<file path="config.mk">
export PLATFORM = sky130hd
export DESIGN_NAME = byte_op_sequencer
export DESIGN_NICKNAME = d
export VERILOG_FILES = /design/src/rtl/byte_op_pkg.sv /design/src/rtl/reg_bank8x16.sv /design/src/rtl/byte_op_sequencer.sv
export SDC_FILE = /design/constraint.sdc
export NUM_CORES = 1
export LEC_CHECK = 0
export ABC_CLOCK_PERIOD_IN_PS = 6850
export CAP_MARGIN = 10
export CORE_ASPECT_RATIO = 0.6
export CORE_MARGIN = 8
export CORE_UTILIZATION = 25
export DETAILED_ROUTE_END_ITERATION = 6
export GPL_TIMING_DRIVEN = 0
export PLACE_DENSITY_LB_ADDON = 0.25
export SYNTH_ARGS = -nofsm -noshare
export SYNTH_HDL_FRONTEND = slang
export SYNTH_SLANG_ARGS = --single-unit
</file>
<file path="constraint.sdc">
create_clock -name clk -period 6.85 [get_ports clk]
set_clock_uncertainty 0.05 [all_clocks]
set_input_delay 1.37 -clock clk [delete_from_list [all_inputs] [get_ports clk]]
set_output_delay 1.37 -clock clk [all_outputs]
set_load 0.005 [all_outputs]
</file>
<file path="src/rtl/byte_op_pkg.sv">
// Shared constants, state encoding and instruction decode for the byte-op sequencer.
package byte_op_pkg;

  localparam logic [2:0]  OP_MOVL  = 3'd0;
  localparam logic [2:0]  OP_MOVLZ = 3'd1;
  localparam logic [2:0]  OP_MOVLS = 3'd2;
  localparam logic [2:0]  OP_MOVH  = 3'd3;
  localparam logic [2:0]  OP_SWPB  = 3'd4;

  localparam logic [2:0]  MOVE_PREFIX = 3'b011;
  localparam logic [12:0] SWPB_PREFIX = 13'h09B0;

  typedef enum logic [2:0] {
    ST_IDLE = 3'd0,
    ST_READ = 3'd1,
    ST_EXEC = 3'd2,
    ST_WAIT = 3'd3,
    ST_WB   = 3'd4
  } state_e;

  typedef struct packed {
    logic       legal;
    logic [2:0] op;
    logic [7:0] byte_val;
    logic [2:0] dst;
  } dec_t;

  function automatic dec_t decode(input logic [15:0] w);
    dec_t d;
    d.legal    = 1'b0;
    d.op       = OP_MOVL;
    d.byte_val = 8'h00;
    d.dst      = w[2:0];
    if (w[15:13] == MOVE_PREFIX) begin
      d.legal    = 1'b1;
      d.op       = {1'b0, w[12:11]};
      d.byte_val = w[10:3];
    end else if (w[15:3] == SWPB_PREFIX) begin
      d.legal = 1'b1;
      d.op    = OP_SWPB;
    end
    return d;
  endfunction

endpackage

</file>
<file path="src/rtl/reg_bank8x16.sv">
// 8x16 register bank: one write port, one latched read port, one combinational debug port.
module reg_bank8x16 #(
  parameter int          NREGS   = 8,
  parameter logic [15:0] RST_VAL = 16'h0000
) (
  input  logic        clk,
  input  logic        rst,
  input  logic        we,
  input  logic [2:0]  waddr,
  input  logic [15:0] wdata,
  input  logic        rd_en,
  input  logic [2:0]  raddr,
  output logic [15:0] rdata,
  input  logic [2:0]  dbg_addr,
  output logic [15:0] dbg_data
);

  logic [15:0] regs_q [NREGS];
  logic [15:0] regs_d [NREGS];
  logic [15:0] rdata_q, rdata_d;

  always_comb begin
    regs_d = regs_q;
    if (we) regs_d[waddr] = wdata;
  end

  always_comb begin
    rdata_d = rdata_q;
    if (rd_en) rdata_d = regs_q[raddr];
  end

  always_ff @(posedge clk or posedge rst) begin
    if (rst) begin
      for (int i = 0; i < NREGS; i++) regs_q[i] <= RST_VAL;
      rdata_q <= 16'h0000;
    end else begin
      regs_q  <= regs_d;
      rdata_q <= rdata_d;
    end
  end

  assign rdata    = rdata_q;
  // Old contents are visible during the write cycle; new ones from the next.
  assign dbg_data = regs_q[dbg_addr];

endmodule

</file>
<file path="src/rtl/byte_op_sequencer.sv">
// Issue/writeback sequencer that drives the byte-manipulation unit and writes results back.
// state | meaning
// IDLE  | ready for an instruction word
// READ  | latch destination register into bm_dst_in
// EXEC  | bm_e pulse
// WAIT  | unit result settles
// WB    | write bm_dst_out to destination, done pulse
module byte_op_sequencer
  import byte_op_pkg::*;
#(
  parameter int          NREGS   = 8,
  parameter logic [15:0] RST_VAL = 16'h0000
) (
  input  logic        clk,
  input  logic        rst,
  input  logic [15:0] inst,
  input  logic        inst_valid,
  output logic        inst_ready,
  output logic [2:0]  bm_op,
  output logic [7:0]  bm_byte,
  output logic [15:0] bm_dst_in,
  output logic        bm_e,
  input  logic [15:0] bm_dst_out,
  output logic        done,
  output logic        illegal,
  input  logic [2:0]  dbg_addr,
  output logic [15:0] dbg_data
);

  state_e     state_q, state_d;
  logic [2:0] op_q, op_d;
  logic [7:0] byte_q, byte_d;
  logic [2:0] dst_q, dst_d;
  logic       bm_e_q, bm_e_d;
  logic       illegal_q, illegal_d;
  logic       rd_en, wb_en;
  dec_t       dec;

  assign inst_ready = (state_q == ST_IDLE) && !illegal_q;

  always_comb begin
    state_d   = state_q;
    op_d      = op_q;
    byte_d    = byte_q;
    dst_d     = dst_q;
    bm_e_d    = 1'b0;
    illegal_d = 1'b0;
    rd_en     = 1'b0;
    wb_en     = 1'b0;
    dec       = decode(inst);
    case (state_q)
      ST_IDLE: begin
        if (inst_valid && inst_ready) begin
          if (dec.legal) begin
            op_d    = dec.op;
            byte_d  = dec.byte_val;
            dst_d   = dec.dst;
            state_d = ST_READ;
          end else begin
            illegal_d = 1'b1;
          end
        end
      end
      ST_READ: begin
        rd_en   = 1'b1;
        bm_e_d  = 1'b1;
        state_d = ST_EXEC;
      end
      ST_EXEC: state_d = ST_WAIT;
      ST_WAIT: state_d = ST_WB;
      ST_WB: begin
        wb_en   = 1'b1;
        state_d = ST_IDLE;
      end
      default: state_d = ST_IDLE;
    endcase
  end

  // bm_e is a flop so reset drops it asynchronously mid-operation.
  always_ff @(posedge clk or posedge rst) begin
    if (rst) begin
      state_q   <= ST_IDLE;
      op_q      <= OP_MOVL;
      byte_q    <= 8'h00;
      dst_q     <= 3'd0;
      bm_e_q    <= 1'b0;
      illegal_q <= 1'b0;
    end else begin
      state_q   <= state_d;
      op_q      <= op_d;
      byte_q    <= byte_d;
      dst_q     <= dst_d;
      bm_e_q    <= bm_e_d;
      illegal_q <= illegal_d;
    end
  end

  reg_bank8x16 #(
    .NREGS   (NREGS),
    .RST_VAL (RST_VAL)
  ) u_regs (
    .clk      (clk),
    .rst      (rst),
    .we       (wb_en),
    .waddr    (dst_q),
    .wdata    (bm_dst_out),
    .rd_en    (rd_en),
    .raddr    (dst_q),
    .rdata    (bm_dst_in),
    .dbg_addr (dbg_addr),
    .dbg_data (dbg_data)
  );

  assign bm_op   = op_q;
  assign bm_byte = byte_q;
  assign bm_e    = bm_e_q;
  assign done    = wb_en;
  assign illegal = illegal_q;

endmodule

</file>
# After elaboration in Yosys (flattened, before gate mapping)
# Cells that the tools add are included.
# Widths: inputs -> output; s select.
# op_classes
n_mux	20
n_reduce_logical	7
n_eq_ne	8
bitwise	2
order_cmp	3
# op_table
operator	n
$bwmux 128	1
$bmux 16 s3	2
$mux 16	5
$demux 16 s3	1
$eq 13x12->1 const B	1
$pmux 3 s4	1
$eq 3x2->1 const B	3
$ge 4x4->1 const B	2
$mux 4	2
$mux 8	1
$not 3->4	2
$mux 3	2
$mux 1	5
$lt 4x1->1 const B	1
$eq 3x1->1 const B	1
$eq 3x3->1 const B	1
$logic_and 1x1->1	3
$logic_not 3->1	1
$reduce_and 3->1	1
$ne 2x1->1 const B	1
$ne 2x2->1 const B	1
$reduce_and 2->1	1
$logic_not 1->1	1
# totals
out_inout_bits	47
reg_bits	163
input_bits	38
elab_cells	55

# Longest topological paths before layout
# logic_depth
ltp_word	6
depth_mapped	6
ltp_nobuf	4

# Hierarchy
# From an unflattened synthesis, not the netlist that was laid out.
# hier_totals
cells_unflattened	577
area_unflattened_um2	8478.1
# by_module_without_submodules
mod	instances	seq_area_each_um2	cells_per_inst	area_per_inst_um2
reg_bank8x16	1	3603.5	521	7668.6
byte_op_sequencer	1	475.5	56	809.5

# Least setup slack after synthesis
# No wires, ideal clock.
# synth_path
kind	input to output
start	input dbg_addr[0]
end	output dbg_data[5]
path_slack_ns	2.663
t_required_ns	5.430
t_arrival_ns	2.767
stages	4
cell_sequence	clkbuf_1 -> buf_1 -> mux4_2 -> mux2_2
# synth_between
elab_chain_len	4
# synth_rtl
element	line_no	source
start: declaration	byte_op_sequencer.sv:26	input logic [2:0] dbg_addr,
$not 3->4 (implied by the code)	reg_bank8x16.sv:44	assign dbg_data = regs_q[dbg_addr];
$bmux 16 s3	reg_bank8x16.sv:44	
$mux 16 (implied by the code) (2 in series)	reg_bank8x16.sv:44	
end: declaration	byte_op_sequencer.sv:27	output logic [15:0] dbg_data
# Every way passes these cells. The select of a mux whose other input is x is not followed.

# Worst setup path after layout
# layout_path
start	input dbg_addr[1]
end	output dbg_data[10]
# Same word-level chain as after synthesis.

==> results.txt <==
Outcome: complete, no violations
Worst setup SP type: input port
Mapped Nets: 565
Die W: 247.9 um
WP buf/inv: 4
Final wirelength: 24.85 mm
Filler cells: 3,183
Root buffer cell: clkbuf_16
Vias in the first global route: 5,753
Area of the multi-input gates: 3747 um^2
Final cell count without fillers: 1,065
DRC viols: 0
Comb pwr share: 38.7%
Port bufs: 81
Reg clk slew, reported paths: 0.06 ns
Post-Syn Instances: 527
Most common cell after layout, fill and taps aside: dfrtp_1
First-pass GRT wire length: 37.87 mm
Setup Buffers After CTS: 0
Synth Register Bits: 163
DRT iter0 DRCs: 393
Fraction of layout cells with a size suffix above 1: 29.64%
Worst setup path startpoint: dbg_addr[1]
Power per cell area: 428.9 nW/um^2
Pleak: 4.040 nW
Sw Share: 32.92%
Worst vdd ir: 0.2091 mV
GRT overflow: 0
Initial Utilization: 25.13%
Worst setup path class: in -> out
Clock Latency Late Sink: 0.44 ns
Synth warn: 0
Worst setup margin: 1.534 ns
WL per Instance: 23.33 um
Nets: 666
Maximum clock path buffer count: 2
Mapped cell area: 8066 um^2
Worst Path Arrival: 3.90 ns
Antenna diodes: 0
Placed insts: 1,033
Tcrit/Tclk final: 77.60%
Worst r2r src: state_q[0]$_DFFE_PP0P_
Setup slack, reg-to-reg: 4.33 ns
Endpoints failing setup: 0
Switching Power: 1.418 mW
Core area: 32,100 um^2
Family with the most delay on the worst path: buffers and inverters
Initial antenna violation count: 0
Crit-path max FO: 10
Top Ports: 85
Drt first pass iters: 5
CTS Buf Count: 17
Pre-CTS setup slack: 1.505 ns
Crit path to: dbg_data[10]
Die area: 38,460 um^2
Hold Path Class: reg -> reg
MaxCap Viol Count: 0
CP most frequent cell: buf_2
Seq. cell area: 4079 um^2
Max Used Layer: met4
Most frequent cells in the layout: 163 x dfrtp_1, 81 x clkdlybuf4s50_1, 72 x mux2_1
Routability cong.: 0.8011
Worst R2R Path Depth: 3
Slew margin rel.: 21.82%
# H-tree levels: 4
Post-CTS Resized: 0
Met1 wire length: 11.53 mm
Die Y: 155.1 um
Vias per cell: 4.992
Pint: 2.889 mW
Worst endpoint required time: 5.43 ns
Sequential area share after synthesis: 50.57%
Crit-path cells: clkbuf_1 -> buf_2 -> buf_2 -> mux4_2 -> mux2_2 -> clkdlybuf4s50_1
Final hold vios: 0
Num rows: 51
Largest net degree at the start of global routing: 134
Mapped Avg Cell Area: 15.31 um^2
Worst-Margin Slew: 1.170 ns
Hold_ws: 0.4547 ns
Post-synthesis cell type count: 33
Worst setup EP type: primary output
Crit. path cell count: 6
Wire length on met2: 11.31 mm
DR vias: 5,316
CTS tree: yes
CP max stage delay: 0.48 ns
Area delta synth->final: 24.51%
CTS Hold Bufs: 0
HPWL after DPL: 17.44 mm
Seq pwr share: 38.4%
Clk pwr share: 22.8%
Fin crit period: 5.316 ns
FF-to-FF End: u_regs.rdata[15]$_DFFE_PP0N_
CTS sink count: 163
RSZ-0062 raised after global routing: no
Global-route usage over all layers: 13.38%
Final slew viol count: 0
Routed Antenna Nets: 0
Max Clk Rate: 188.1 MHz
Met3 WL: 1.620 mm
CP max-delay cell: buf_2
-- power by group through the flow --
stage,Combinational [mW],Clock (mW),Sequential (mW)
finish,1.67,0.984,1.66
floorplan,1.09,0,1.56
CTS,1.69,1.01,1.65
global placement,1.65,0,1.64
global route,1.80,1.06,1.71
detailed placement,1.68,0,1.66
-- cell families (layout without fill, tap and decap cells) --
| logic type | Yosys count | count (layout) | share of synthesized area [%] |
|---|---|---|---|
| muxes | 218 | 218 | 36.84 |
| DFF | 163 | 163 | 50.57 |
| AOI/OAI and AO/OA | 65 | 65 | 6.111 |
| buffers and inverters | 42 | 156 | 2.978 |
| and+or+nand+nor | 38 | 38 | 3.397 |
| xor gates and xnor gates | 1 | 1 | 0.1086 |
-- worst min-delay path, cell delays in order, from the launching register on --
cell     delay [ns]
dfrtp_1        0.34
a21oi_1        0.04
nor2_1         0.08
-- how the worst min path moves through the flow --
| stage | start | endpoint | slack (ns) | cells past startpoint |
|---|---|---|---|---|
| 2_1_floorplan | u_regs.regs_q[16]$_DFFE_PP0P_ | u_regs.regs_q[16]$_DFFE_PP0P_ | 0.43 | 1 |
| 3_3_place_gp | u_regs.regs_q[89]$_DFFE_PP0P_ | u_regs.regs_q[89]$_DFFE_PP0P_ | 0.44 | 1 |
| 3_5_place_dp | bm_op[0]$_DFFE_PP0P_ | bm_op[0]$_DFFE_PP0P_ | 0.44 | 1 |
| 4_1_cts | bm_op[0]$_DFFE_PP0P_ | bm_op[0]$_DFFE_PP0P_ | 0.46 | 1 |
| 5_1_grt | bm_byte[2]$_DFFE_PP0P_ | bm_byte[2]$_DFFE_PP0P_ | 0.47 | 1 |
| 6_report | bm_op[2]$_DFFE_PP0P_ | bm_op[2]$_DFFE_PP0P_ | 0.45 | 2 |
-- synthesized netlist by cell type --
cell type | number | share of area, %
dfrtp_1 | 163 | 51
mux2_1 | 72 | 10
mux2_2 | 67 | 9.4
mux4_2 | 46 | 13
mux2i_1 | 25 | 3.1
buf_2 | 18 | 1.1
a21oi_1 | 17 | 1.1
a22o_1 | 10 | 1.1
nor2_1 | 10 | 0.47
a221oi_1 | 9 | 0.98
a22oi_1 | 9 | 0.84
o221ai_1 | 9 | 0.98
o22a_1 | 9 | 0.98
mux2_4 | 8 | 1.5
nand2_4 | 8 | 1.1
clkbuf_1 | 7 | 0.33
buf_6 | 6 | 0.84
and2_1 | 5 | 0.39
buf_1 | 5 | 0.23
buf_4 | 4 | 0.37
nor3b_1 | 4 | 0.37
nor2b_1 | 3 | 0.23
inv_1 | 2 | 0.093
nand2b_1 | 2 | 0.16
a211oi_1 | 1 | 0.093
and2b_1 | 1 | 0.093
and4_1 | 1 | 0.11
nor3b_2 | 1 | 0.16
nor4_1 | 1 | 0.078
nor4b_1 | 1 | 0.11
nor4bb_1 | 1 | 0.12
o21ai_2 | 1 | 0.11
xnor2_1 | 1 | 0.11
-- cell type report --
type	instances	share of cell area, %
plain buffers	40	2.317
clock buffers	25	5.033
clock inverters	7	0.9468
inverters	2	0.1495
multi-input cells	322	37.31
flip-flops and latches	163	40.61
well taps	424	5.282
repair buffers	82	8.347
-- state kept, by name, summed over array words and instances (netlist names) --
| signal | count |
|---|---|
| state_q | 3 |
| bm_op | 3 |
| dst_q | 3 |
| illegal | 1 |
| u_regs.rdata | 16 |
| bm_e | 1 |
| bm_byte | 8 |
| u_regs.regs_q | 128 |
-- per-stage QoR --
stage	utilization, %	instance area [um^2]	power, mW	setup TNS, ns
after floorplan	-	8066	2.649	0
after global routing	31.29	10040	4.563	0
final	31.29	10040	4.307	0
after global placement	29.31	9408	3.287	-181.09
after CTS	31.29	10040	4.350	0
after detailed placement	29.42	9443	3.347	0
-- per-layer routing --
metal	track usage, %	vias to the layer above
li1	-	2248
met1	18.46	2852
met2	20.09	179
met3	3.699	37
met4	4.300	0
met5	0	-
Power figures use the tool's default switching activity.
